`config.mk`:
```
export PLATFORM = sky130hd
export DESIGN_NAME = mod12_display_driver
export DESIGN_NICKNAME = d
export VERILOG_FILES = /design/src/rtl/mod12_pkg.sv /design/src/rtl/mod12_display_driver_seg7_decoder.sv /design/src/rtl/mod12_display_driver.sv
export SDC_FILE = /design/constraint.sdc
export NUM_CORES = 1
export LEC_CHECK = 0
export ABC_AREA = 1
export ABC_CLOCK_PERIOD_IN_PS = 1700
export CAP_MARGIN = 5
export CORE_MARGIN = 5
export CORE_UTILIZATION = 33
export DETAILED_ROUTE_END_ITERATION = 8
export MAX_ROUTING_LAYER = met4
export PLACE_DENSITY = 0.52
export SKIP_CTS_REPAIR_TIMING = 1
export SYNTH_ARGS = -nofsm -noshare
export SYNTH_HDL_FRONTEND = slang
export SYNTH_SLANG_ARGS = --single-unit
export TNS_END_PERCENT = 30
```
`constraint.sdc`:
```
create_clock -name clk -period 1.7 [get_ports clk]
set_input_delay 0.255 -clock clk [delete_from_list [all_inputs] [get_ports clk]]
set_output_delay 0.255 -clock clk [all_outputs]
set_load 0.03 [all_outputs]
```
`src/rtl/mod12_pkg.sv`:
```
// Shared types and constants for the mod-12 counter display path: segment
// encodings (active-low {g,f,e,d,c,b,a}) and the terminal count of the counter.
package mod12_pkg;

  localparam int MOD12_MAX = 11;

  typedef logic [6:0] seg7_t;

  localparam seg7_t SEG_BLANK = 7'h7F;
  localparam seg7_t SEG_DASH  = 7'h3F;

  // Active-low digit table for decimal 0..9; anything else falls back to a dash.
  function automatic seg7_t seg7_lookup(input logic [3:0] d);
    seg7_t s;
    case (d)
      4'd0:    s = 7'h40;
      4'd1:    s = 7'h79;
      4'd2:    s = 7'h24;
      4'd3:    s = 7'h30;
      4'd4:    s = 7'h19;
      4'd5:    s = 7'h12;
      4'd6:    s = 7'h02;
      4'd7:    s = 7'h78;
      4'd8:    s = 7'h00;
      4'd9:    s = 7'h10;
      default: s = SEG_DASH;
    endcase
    return s;
  endfunction

endpackage

```
`src/rtl/mod12_display_driver_seg7_decoder.sv`:
```
// Combinational BCD digit to active-low 7-segment pattern; codes above 9
// render as a dash.
module seg7_decoder
  import mod12_pkg::*;
(
  input  logic [3:0] bcd,
  output seg7_t      seg
);

  assign seg = (bcd > 4'd9) ? SEG_DASH : seg7_lookup(bcd);

endmodule

```
`src/rtl/mod12_display_driver.sv`:
```
// Consumer of a mod-12 up/down counter: cascade carry/borrow pulses, range
// error flag and a 2-digit multiplexed decimal display.
// Build option MOD12_DISP_HOUR12_EN shows v+1 (1..12) instead of v (0..11).
module mod12_display_driver
  import mod12_pkg::*;
#(
  parameter int CLK_DIV = 50000,
  parameter int MAX_VAL = MOD12_MAX,
  parameter int CNT_W   = 4
) (
  input  logic             clk,
  input  logic             reset,
  input  logic [CNT_W-1:0] count_in,
  input  logic             up_dn,
  output seg7_t            seg_o,
  output logic [1:0]       an_o,
  output logic             carry_o,
  output logic             borrow_o,
  output logic             err_o
);

  localparam int PRE_W = (CLK_DIV > 1) ? $clog2(CLK_DIV) : 1;
  localparam int VAL_W = CNT_W + 1;

  // count_in/up_dn carry no handshake: they are sampled on every clock edge.
  logic [CNT_W-1:0] cnt_q;
  logic [CNT_W-1:0] prev_q;
  logic             dir_q;
  logic             cnt_vld;
  logic             prev_vld;
  logic [PRE_W-1:0] prescaler;
  logic             digit_sel;

  logic             err_now;
  logic [VAL_W-1:0] disp_val;
  logic             tens;
  logic [3:0]       units;
  logic [3:0]       digit_bcd;
  logic             blank_tens;
  seg7_t            dec_seg;
  seg7_t            seg_next;

  always_comb begin
    err_now = cnt_q > CNT_W'(MAX_VAL);
`ifdef MOD12_DISP_HOUR12_EN
    disp_val = {1'b0, cnt_q} + VAL_W'(1);
`else
    disp_val = {1'b0, cnt_q};
`endif
    tens       = disp_val >= VAL_W'(10);
    units      = 4'(disp_val - (tens ? VAL_W'(10) : VAL_W'(0)));
    // Forcing an out-of-range code makes the decoder emit the dash on both digits.
    digit_bcd  = err_now ? 4'hF : (digit_sel ? {3'b000, tens} : units);
    blank_tens = digit_sel & ~tens & ~err_now;
    seg_next   = blank_tens ? SEG_BLANK : dec_seg;
  end

  seg7_decoder u_dec (
    .bcd (digit_bcd),
    .seg (dec_seg)
  );

  always_ff @(posedge clk) begin
    if (reset) begin
      cnt_q     <= '0;
      prev_q    <= '0;
      dir_q     <= 1'b0;
      cnt_vld   <= 1'b0;
      prev_vld  <= 1'b0;
      prescaler <= '0;
      digit_sel <= 1'b0;
      seg_o     <= SEG_BLANK;
      an_o      <= 2'b11;
      carry_o   <= 1'b0;
      borrow_o  <= 1'b0;
      err_o     <= 1'b0;
    end else begin
      cnt_q    <= count_in;
      dir_q    <= up_dn;
      prev_q   <= cnt_q;
      cnt_vld  <= 1'b1;
      // prev_q only holds a real sample once two post-reset samples exist.
      prev_vld <= cnt_vld;

      carry_o  <= prev_vld & dir_q & (prev_q == CNT_W'(MAX_VAL)) &
                  (cnt_q == '0) & ~err_o;
      borrow_o <= prev_vld & ~dir_q & (prev_q == '0) &
                  (cnt_q == CNT_W'(MAX_VAL)) & ~err_o;
      err_o    <= err_now;

      if (prescaler == PRE_W'(CLK_DIV - 1)) begin
        prescaler <= '0;
        digit_sel <= ~digit_sel;
      end else begin
        prescaler <= prescaler + 1'b1;
      end

      // Segments and anodes update on the same edge so no digit ghosts.
      seg_o <= seg_next;
      an_o  <= digit_sel ? 2'b01 : 2'b10;
    end
  end

endmodule

```
==> metrics.cfg, run 1 <==
[power_and_ir_drop]
clkPwrFrac = 0.342
p_leak_nw = 0.9213
sequentialPowerShare = 0.509
power_density_nw_per_um2 = 862.8
intPower_w = 0.001466
comb_power_share = 0.149
finalPower_w = 0.001955
ir_drop_mv = 0.4198
p_switching_w = 0.0004895
p_sw_frac = 0.2503

[clocking]
htreeDepth = 2
insertion_delay_ps = 290
cts.sinks = 40
clk_path_buf_depth = 2
root_buffer = clkbuf_8
cts_tree = built
cts_buffers = 5
clk_pin_slew_worst_paths_ps = 70

[routing]
wl_per_cell_um = 9.669
wl_mm = 3.326
viasPerCell = 4.273
drtAntennaViolNets = 0
num_vias = 1470
route.detailed.drc = 0
dr.pass1.iters = 4
drtIter0Drc = 63

[logic_synthesis]
syn_nets = 252
ys_seq_area_frac = 0.4420
ys_ff_latch = 40
syn_area_per_cell_sq_um = 7.580
synth_top_family_by_area = simple AND/OR/NAND/NOR gates
syn_inst = 239
netlist_area_sq_um = 1812
muxShareOfSynthArea = 0
yosys_warnings = 0
synth_compound_area_frac = 0.05732
ys_types = 29
yosys.area_share.xor_xnor = 0.01934
synth_fa_ha_area_frac = 0.04144
synth-simple-area-share = 0.3570

[sta]
period_needed_ps = 1604
hold_ws_ps = 425.3
slew_headroom = 0.7757
setup_violations = 0
min_period_over_period = 0.9434
worstMarginPinSlew_ps = 335.3
timing.final.ws_setup_ps = 96.16
rsz0062_at_grt = true
fmax_mhz = 623.5
skew_ps = 5.760
final_max_slew_viol_count = 0
hold_viol_final = 0

[global_route]
antenna_found_initial = 0
track_usage = 0.1035
grt_max_degree = 17
grt_pass1_vias = 1388
grt_pass1_wl_mm = 5.809
overflow = 0

[die]
initial_core_util = 0.3352
design.core.area_sq_um = 5405
num_io_pins = 19
row_count = 27
fp.dieH_um = 84.10
die_w_um = 84.10
die-area_sq_um = 7072

[placement]
placement.io_buffers = 18
post-place-ws_ps = 25.02
gp_congestion = 0.8411
placed_cells = 336
dp_hpwl_mm = 2.538

[critical_path]
cpMostUsedCell = nor2_4
critPathMaxStageDelay_ps = 330
cp_max_fo = 5
crit_path_end_kind = flip-flop
critical_path_class = reg2reg
start_kind = flip-flop
crit_chain = nor2_4 > nor2_4 > ha_4 > ha_4 > inv_2 > nand2_4 > nand2_4 > nor2_4 > inv_2 > a21oi_4 > nand2_1
critPathArrivalTime_ps = 1780
cp.required_ps = 1880
worst_path_max_delay_cell = dfxtp_2

[finish]
nNetsFinal = 285
antennaDiodeCount = 0
fin_util = 0.4192
area_delta_synth_final_pct = 25.07
layout_commonest_cell = nand2_1
layout_common_cells = nand2_1 (56), dfxtp_1 (38), nor2_1 (34)
instances_no_fill = 344
drive_gt1_frac = 0.1728

[run_status]
status = completed

[worst_hold_path]
hold_class = reg2reg

[flow_run]
maxCapViolCount = 0

[synth_stat cells]
cell type,n,share of area
or2_1,1,0.0035
xnor2_1,4,0.019
nand2_4,4,0.025
inv_2,6,0.012
a21oi_1,8,0.022
nor3b_1,1,0.0041
nor2_1,34,0.070
buf_6,1,0.0062
nand2_2,2,0.0069
nand4_1,7,0.024
nor4_1,1,0.0035
or2_2,1,0.0035
dfxtp_1,40,0.44
nand3_2,1,0.0055
a21oi_2,2,0.0097
nand3b_1,1,0.0041
a21oi_4,1,0.0090
nor3_1,3,0.0083
o21ai_4,1,0.0090
nor2_4,3,0.019
or2_0,1,0.0035
inv_1,30,0.062
ha_1,6,0.041
nor2_2,3,0.010
nand2_1,56,0.12
nand3_1,18,0.050
o21ai_0,1,0.0028
o21ai_2,1,0.0048
clkbuf_1,1,0.0021
[final timing paths]
| kind | start | to | slack, ps | cells after the start |
|---|---|---|---|---|
| worst max-delay path | cnt_q[2] | seg_o[2] | 100 | 11 |
| worst min-delay path | cnt_vld | prev_vld | 430 | 2 |
| worst max register to register | cnt_q[2] | seg_o[2] | 100 | 11 |
| worst min register to register | cnt_vld | prev_vld | 430 | 2 |
[through the flow]
stage | TNS (ps) | instance area [sq um]
after CTS | 0 | 2231
final | 0 | 2266
after detailed placement | 0 | 2135
after global placement | 0 | 2135
after global routing | -92.15 | 2266
after floorplan | 0 | 1812
[registers in the layout, indices dropped and copies added (netlist names), 2 cells and up]
| name | count |
|---|---|
| an_o | 2 |
| cnt_q | 4 |
| prescaler | 16 |
| prev_q | 4 |
| seg_o | 7 |
[critical path, delay by kind of cell (launching register included)]
kind / cells / cell delay, ps
AND/OR/NAND/NOR: 6 / 500
adder cells (fa/ha/maj): 2 / 420
flip-flops: 1 / 330
AO/OA/AOI/OAI: 1 / 160
buffers and inverters: 2 / 100
[power by group through the flow]
stage / clock network [W] / logic [W] / registers, W
2_1_floorplan: 0 / 0.000140 / 0.00106
3_3_place_gp: 0 / 0.000285 / 0.00102
3_5_place_dp: 0 / 0.000284 / 0.00102
4_1_cts: 0.000697 / 0.000285 / 0.000994
5_1_grt: 0.000742 / 0.000325 / 0.000998
6_report: 0.000669 / 0.000292 / 0.000995
[cells by family (layout without fill, tap and decap cells)]
family | count (synthesis) | count (layout)
AND/OR/NAND/NOR | 137 | 137
flip-flops | 40 | 40
buffers and inverters | 38 | 71
AO/OA/AOI/OAI | 14 | 14
adder cells (fa/ha/maj) | 6 | 6
XOR/XNOR | 4 | 4
[cell type report]
| type | instances | area (sq um) |
|---|---|---|
| inverter | 36 | 135.1 |
| tap | 72 | 90.09 |
| multi-input combinational | 161 | 885.9 |
| clock buffer | 7 | 96.34 |
| sequential | 40 | 803.3 |
| fill | 582 | 3139 |
| timing repair buffer | 28 | 255.2 |
[per-layer routing]
layer	GRT usage	part of all wire	wire, um
met1	0.1227	0.49	1618
met2	0.1614	0.45	1495
met4	0.04386	0.012	40
met5	-	0	0
met3	0.03258	0.052	172
No activity file was read; power rests on OpenSTA's default activity.
==> inputs of run 2 (changes only) <==
Settings changed: ABC_CLOCK_PERIOD_IN_PS 1700 to 1650, CELL_PAD_IN_SITES_DETAIL_PLACEMENT from default to 1, CELL_PAD_IN_SITES_GLOBAL_PLACEMENT from default to 2, CORE_UTILIZATION 33 to 32, PLACE_DENSITY 0.52 to default, PLACE_DENSITY_LB_ADDON from default to 0.3.
Clock period 1.7 ns to 1.65 ns, I/O delays scaled along.
==> run 2 against run 1 <==
Critical path type unchanged. Sequential power about the same. Die area increased by 2.8%. Worst hold slack got worse by 6.3 ps. Flip-flop and latch count unchanged. First-iteration DRC count decreased by 68%. Combinational power increased by 7%. Global-route usage increased by 1.7 points. Fmax decreased by 1.2%. Setup slack got worse by 70 ps. Cell count increased by 1.2%.
==> metrics.cfg, run 2 (synthesized netlist as in run 1, its figures left out) <==
[run_status]
status = completed  ; unchanged

[sta]
setup_violations = 0  ; unchanged
hold_viol_final = 0  ; unchanged
period_needed_ps = 1624  ; was 1604 ps
min_period_over_period = 0.9840  ; was 0.9434
skew_ps = 7.087  ; was 5.760 ps
rsz0062_at_grt = true  ; unchanged
timing.final.ws_setup_ps = 26.44  ; was 96.16 ps
final_max_slew_viol_count = 0  ; unchanged
fmax_mhz = 615.9  ; was 623.5 MHz
slew_headroom = 0.7784  ; was 0.7757
worstMarginPinSlew_ps = 331.4  ; was 335.3 ps

[clocking]
cts.sinks = 40  ; unchanged
clk_pin_slew_worst_paths_ps = 80  ; was 70 ps
htreeDepth = 2  ; unchanged
cts_buffers = 5  ; unchanged
clk_path_buf_depth = 2  ; unchanged
cts_tree = built  ; unchanged
root_buffer = clkbuf_8  ; unchanged
insertion_delay_ps = 290  ; about the same

[power_and_ir_drop]
power_density_nw_per_um2 = 946.1  ; was 862.8 nW/um^2
p_switching_w = 0.0005323  ; was 0.0004895 W
clkPwrFrac = 0.394  ; was 0.342
comb_power_share = 0.141  ; was 0.149
sequentialPowerShare = 0.465  ; was 0.509
p_sw_frac = 0.2415  ; was 0.2503
intPower_w = 0.001672  ; was 0.001466 W
ir_drop_mv = 0.4559  ; was 0.4198 mV
p_leak_nw = 0.9564  ; was 0.9213 nW

[placement]
post-place-ws_ps = -23.10  ; was 25.02 ps
dp_hpwl_mm = 3.249  ; was 2.538 mm
gp_congestion = 0.7294  ; was 0.8411
placed_cells = 340  ; was 336
placement.io_buffers = 18  ; unchanged

[global_route]
grt_pass1_vias = 1549  ; was 1388
grt_max_degree = 17  ; unchanged
grt_pass1_wl_mm = 6.927  ; was 5.809 mm
antenna_found_initial = 0  ; unchanged
track_usage = 0.1205  ; was 0.1035
overflow = 0  ; unchanged

[die]
die_w_um = 85.25  ; was 84.10 um
fp.dieH_um = 85.25  ; was 84.10 um
initial_core_util = 0.3290  ; was 0.3352
num_io_pins = 19  ; unchanged
design.core.area_sq_um = 5507  ; was 5405 sq um
die-area_sq_um = 7267  ; was 7072 sq um
row_count = 27  ; unchanged

[finish]
largest_register_ffs = 16  ; unchanged
instances_no_fill = 348  ; was 344
nNetsFinal = 288  ; was 285
layout_top_registers = prescaler: 16 flops, seg_o: 7 flops  ; unchanged
antennaDiodeCount = 0  ; unchanged
top_register = prescaler  ; unchanged
layout_commonest_cell = nand2_1  ; unchanged
drive_gt1_frac = 0.1920  ; was 0.1728
fillerInstances = 683  ; was 582
area_delta_synth_final_pct = 28.59  ; was 25.07%
layout_common_cells = nand2_1 (56), dfxtp_1 (37), nor2_1 (34)  ; was nand2_1 (56), dfxtp_1 (38), nor2_1 (34)

[critical_path]
crit_path_end_kind = flip-flop  ; unchanged
worst_path_max_delay_cell = dfxtp_2  ; unchanged
cp.required_ps = 1830  ; was 1880 ps
crit_chain = nor2_4 > nor2_4 > ha_4 > ha_4 > inv_2 > nand2_4 > nand2_4 > nor2_4 > inv_2 > a21oi_4 > nand2_1  ; unchanged
cp_max_fo = 5  ; unchanged
critPathMaxStageDelay_ps = 340  ; was 330 ps
cpMostUsedCell = nor2_4  ; unchanged
start_kind = flip-flop  ; unchanged
critical_path_class = reg2reg  ; unchanged
rrSetupSlack_ps = 30  ; was 100 ps
critPathArrivalTime_ps = 1800  ; was 1780 ps

[routing]
dr.pass1.iters = 4  ; unchanged
drtIter0Drc = 20  ; was 63
num_vias = 1552  ; was 1470
drtAntennaViolNets = 0  ; unchanged
viasPerCell = 4.460  ; was 4.273
wl_mm = 4.102  ; was 3.326 mm
route.detailed.drc = 0  ; unchanged
wl_per_cell_um = 11.79  ; was 9.669 um

[worst_hold_path]
hold_class = reg2reg  ; unchanged

[flow_run]
maxCapViolCount = 0  ; unchanged

run 2: changes by cell type in the layout (fill, tap and decap cells not counted), sizes merged:
cell    delta
buf        +3
bufinv     +1
run 2: final timing paths:
check | startpoint | cells past startpoint | to
setup reg to reg | cnt_q[1] | 11 | seg_o[3]
hold / removal | cnt_vld | 2 | prev_vld
hold reg to reg | cnt_vld | 2 | prev_vld
setup / recovery | cnt_q[1] | 11 | seg_o[3]
run 2: layout make-up:
class	instances	area, sq um	area share
clock inverter	1	30.03	0.01289
multi-input combinational	161	890.9	0.3824
timing repair buffer	31	277.8	0.1192
tap	72	90.09	0.03867
inverter	36	137.6	0.05908
sequential	40	807.0	0.3464
clock buffer	7	96.34	0.04135
run 2: power by group through the flow:
stage	clock, W	sequential (W)	combinational [W]
6_report	0.000869	0.00102	0.000311
5_1_grt	0.000935	0.00103	0.000341
4_1_cts	0.000896	0.00102	0.000311
3_5_place_dp	0	0.00105	0.000310
3_3_place_gp	0	0.00105	0.000305
2_1_floorplan	0	0.00109	0.000150
run 2: metrics by stage:
| step | TNS, ps | area [sq um] | hold WS [ps] | power, W | utilization |
|---|---|---|---|---|---|
| after global placement | 0 | 2187 | 408.0 | 0.001351 | 0.3972 |
| after floorplan | 0 | 1834 | 331.1 | 0.001243 | - |
| after global routing | -498.1 | 2330 | 448.5 | 0.002306 | 0.4231 |
| final | 0 | 2330 | 419.0 | 0.002204 | 0.4231 |
| after detailed placement | -87.89 | 2187 | 412.0 | 0.001357 | 0.3972 |
| after CTS | -154.5 | 2313 | 432.1 | 0.002231 | 0.4201 |
run 2: layer usage:
| metal | part of all wire | vias to the layer above | GRT usage | wire length (um) |
|---|---|---|---|---|
| met2 | 0.45 | 18 | 0.1871 | 1854 |
| met4 | 0.015 | 0 | 0.04317 | 63 |
| met3 | 0.033 | 6 | 0.03398 | 137 |
| met1 | 0.50 | 713 | 0.1489 | 2048 |
| met5 | 0 | - | - | 0 |
| li1 | - | 815 | - | - |
run 2: critical path: cells and delay by family, from the launching register on:
family,cells,cell delay (ps)
flops,1,340
fa+ha+maj,2,420
buf+inv,2,100
simple gates,6,490
compound gates,1,160
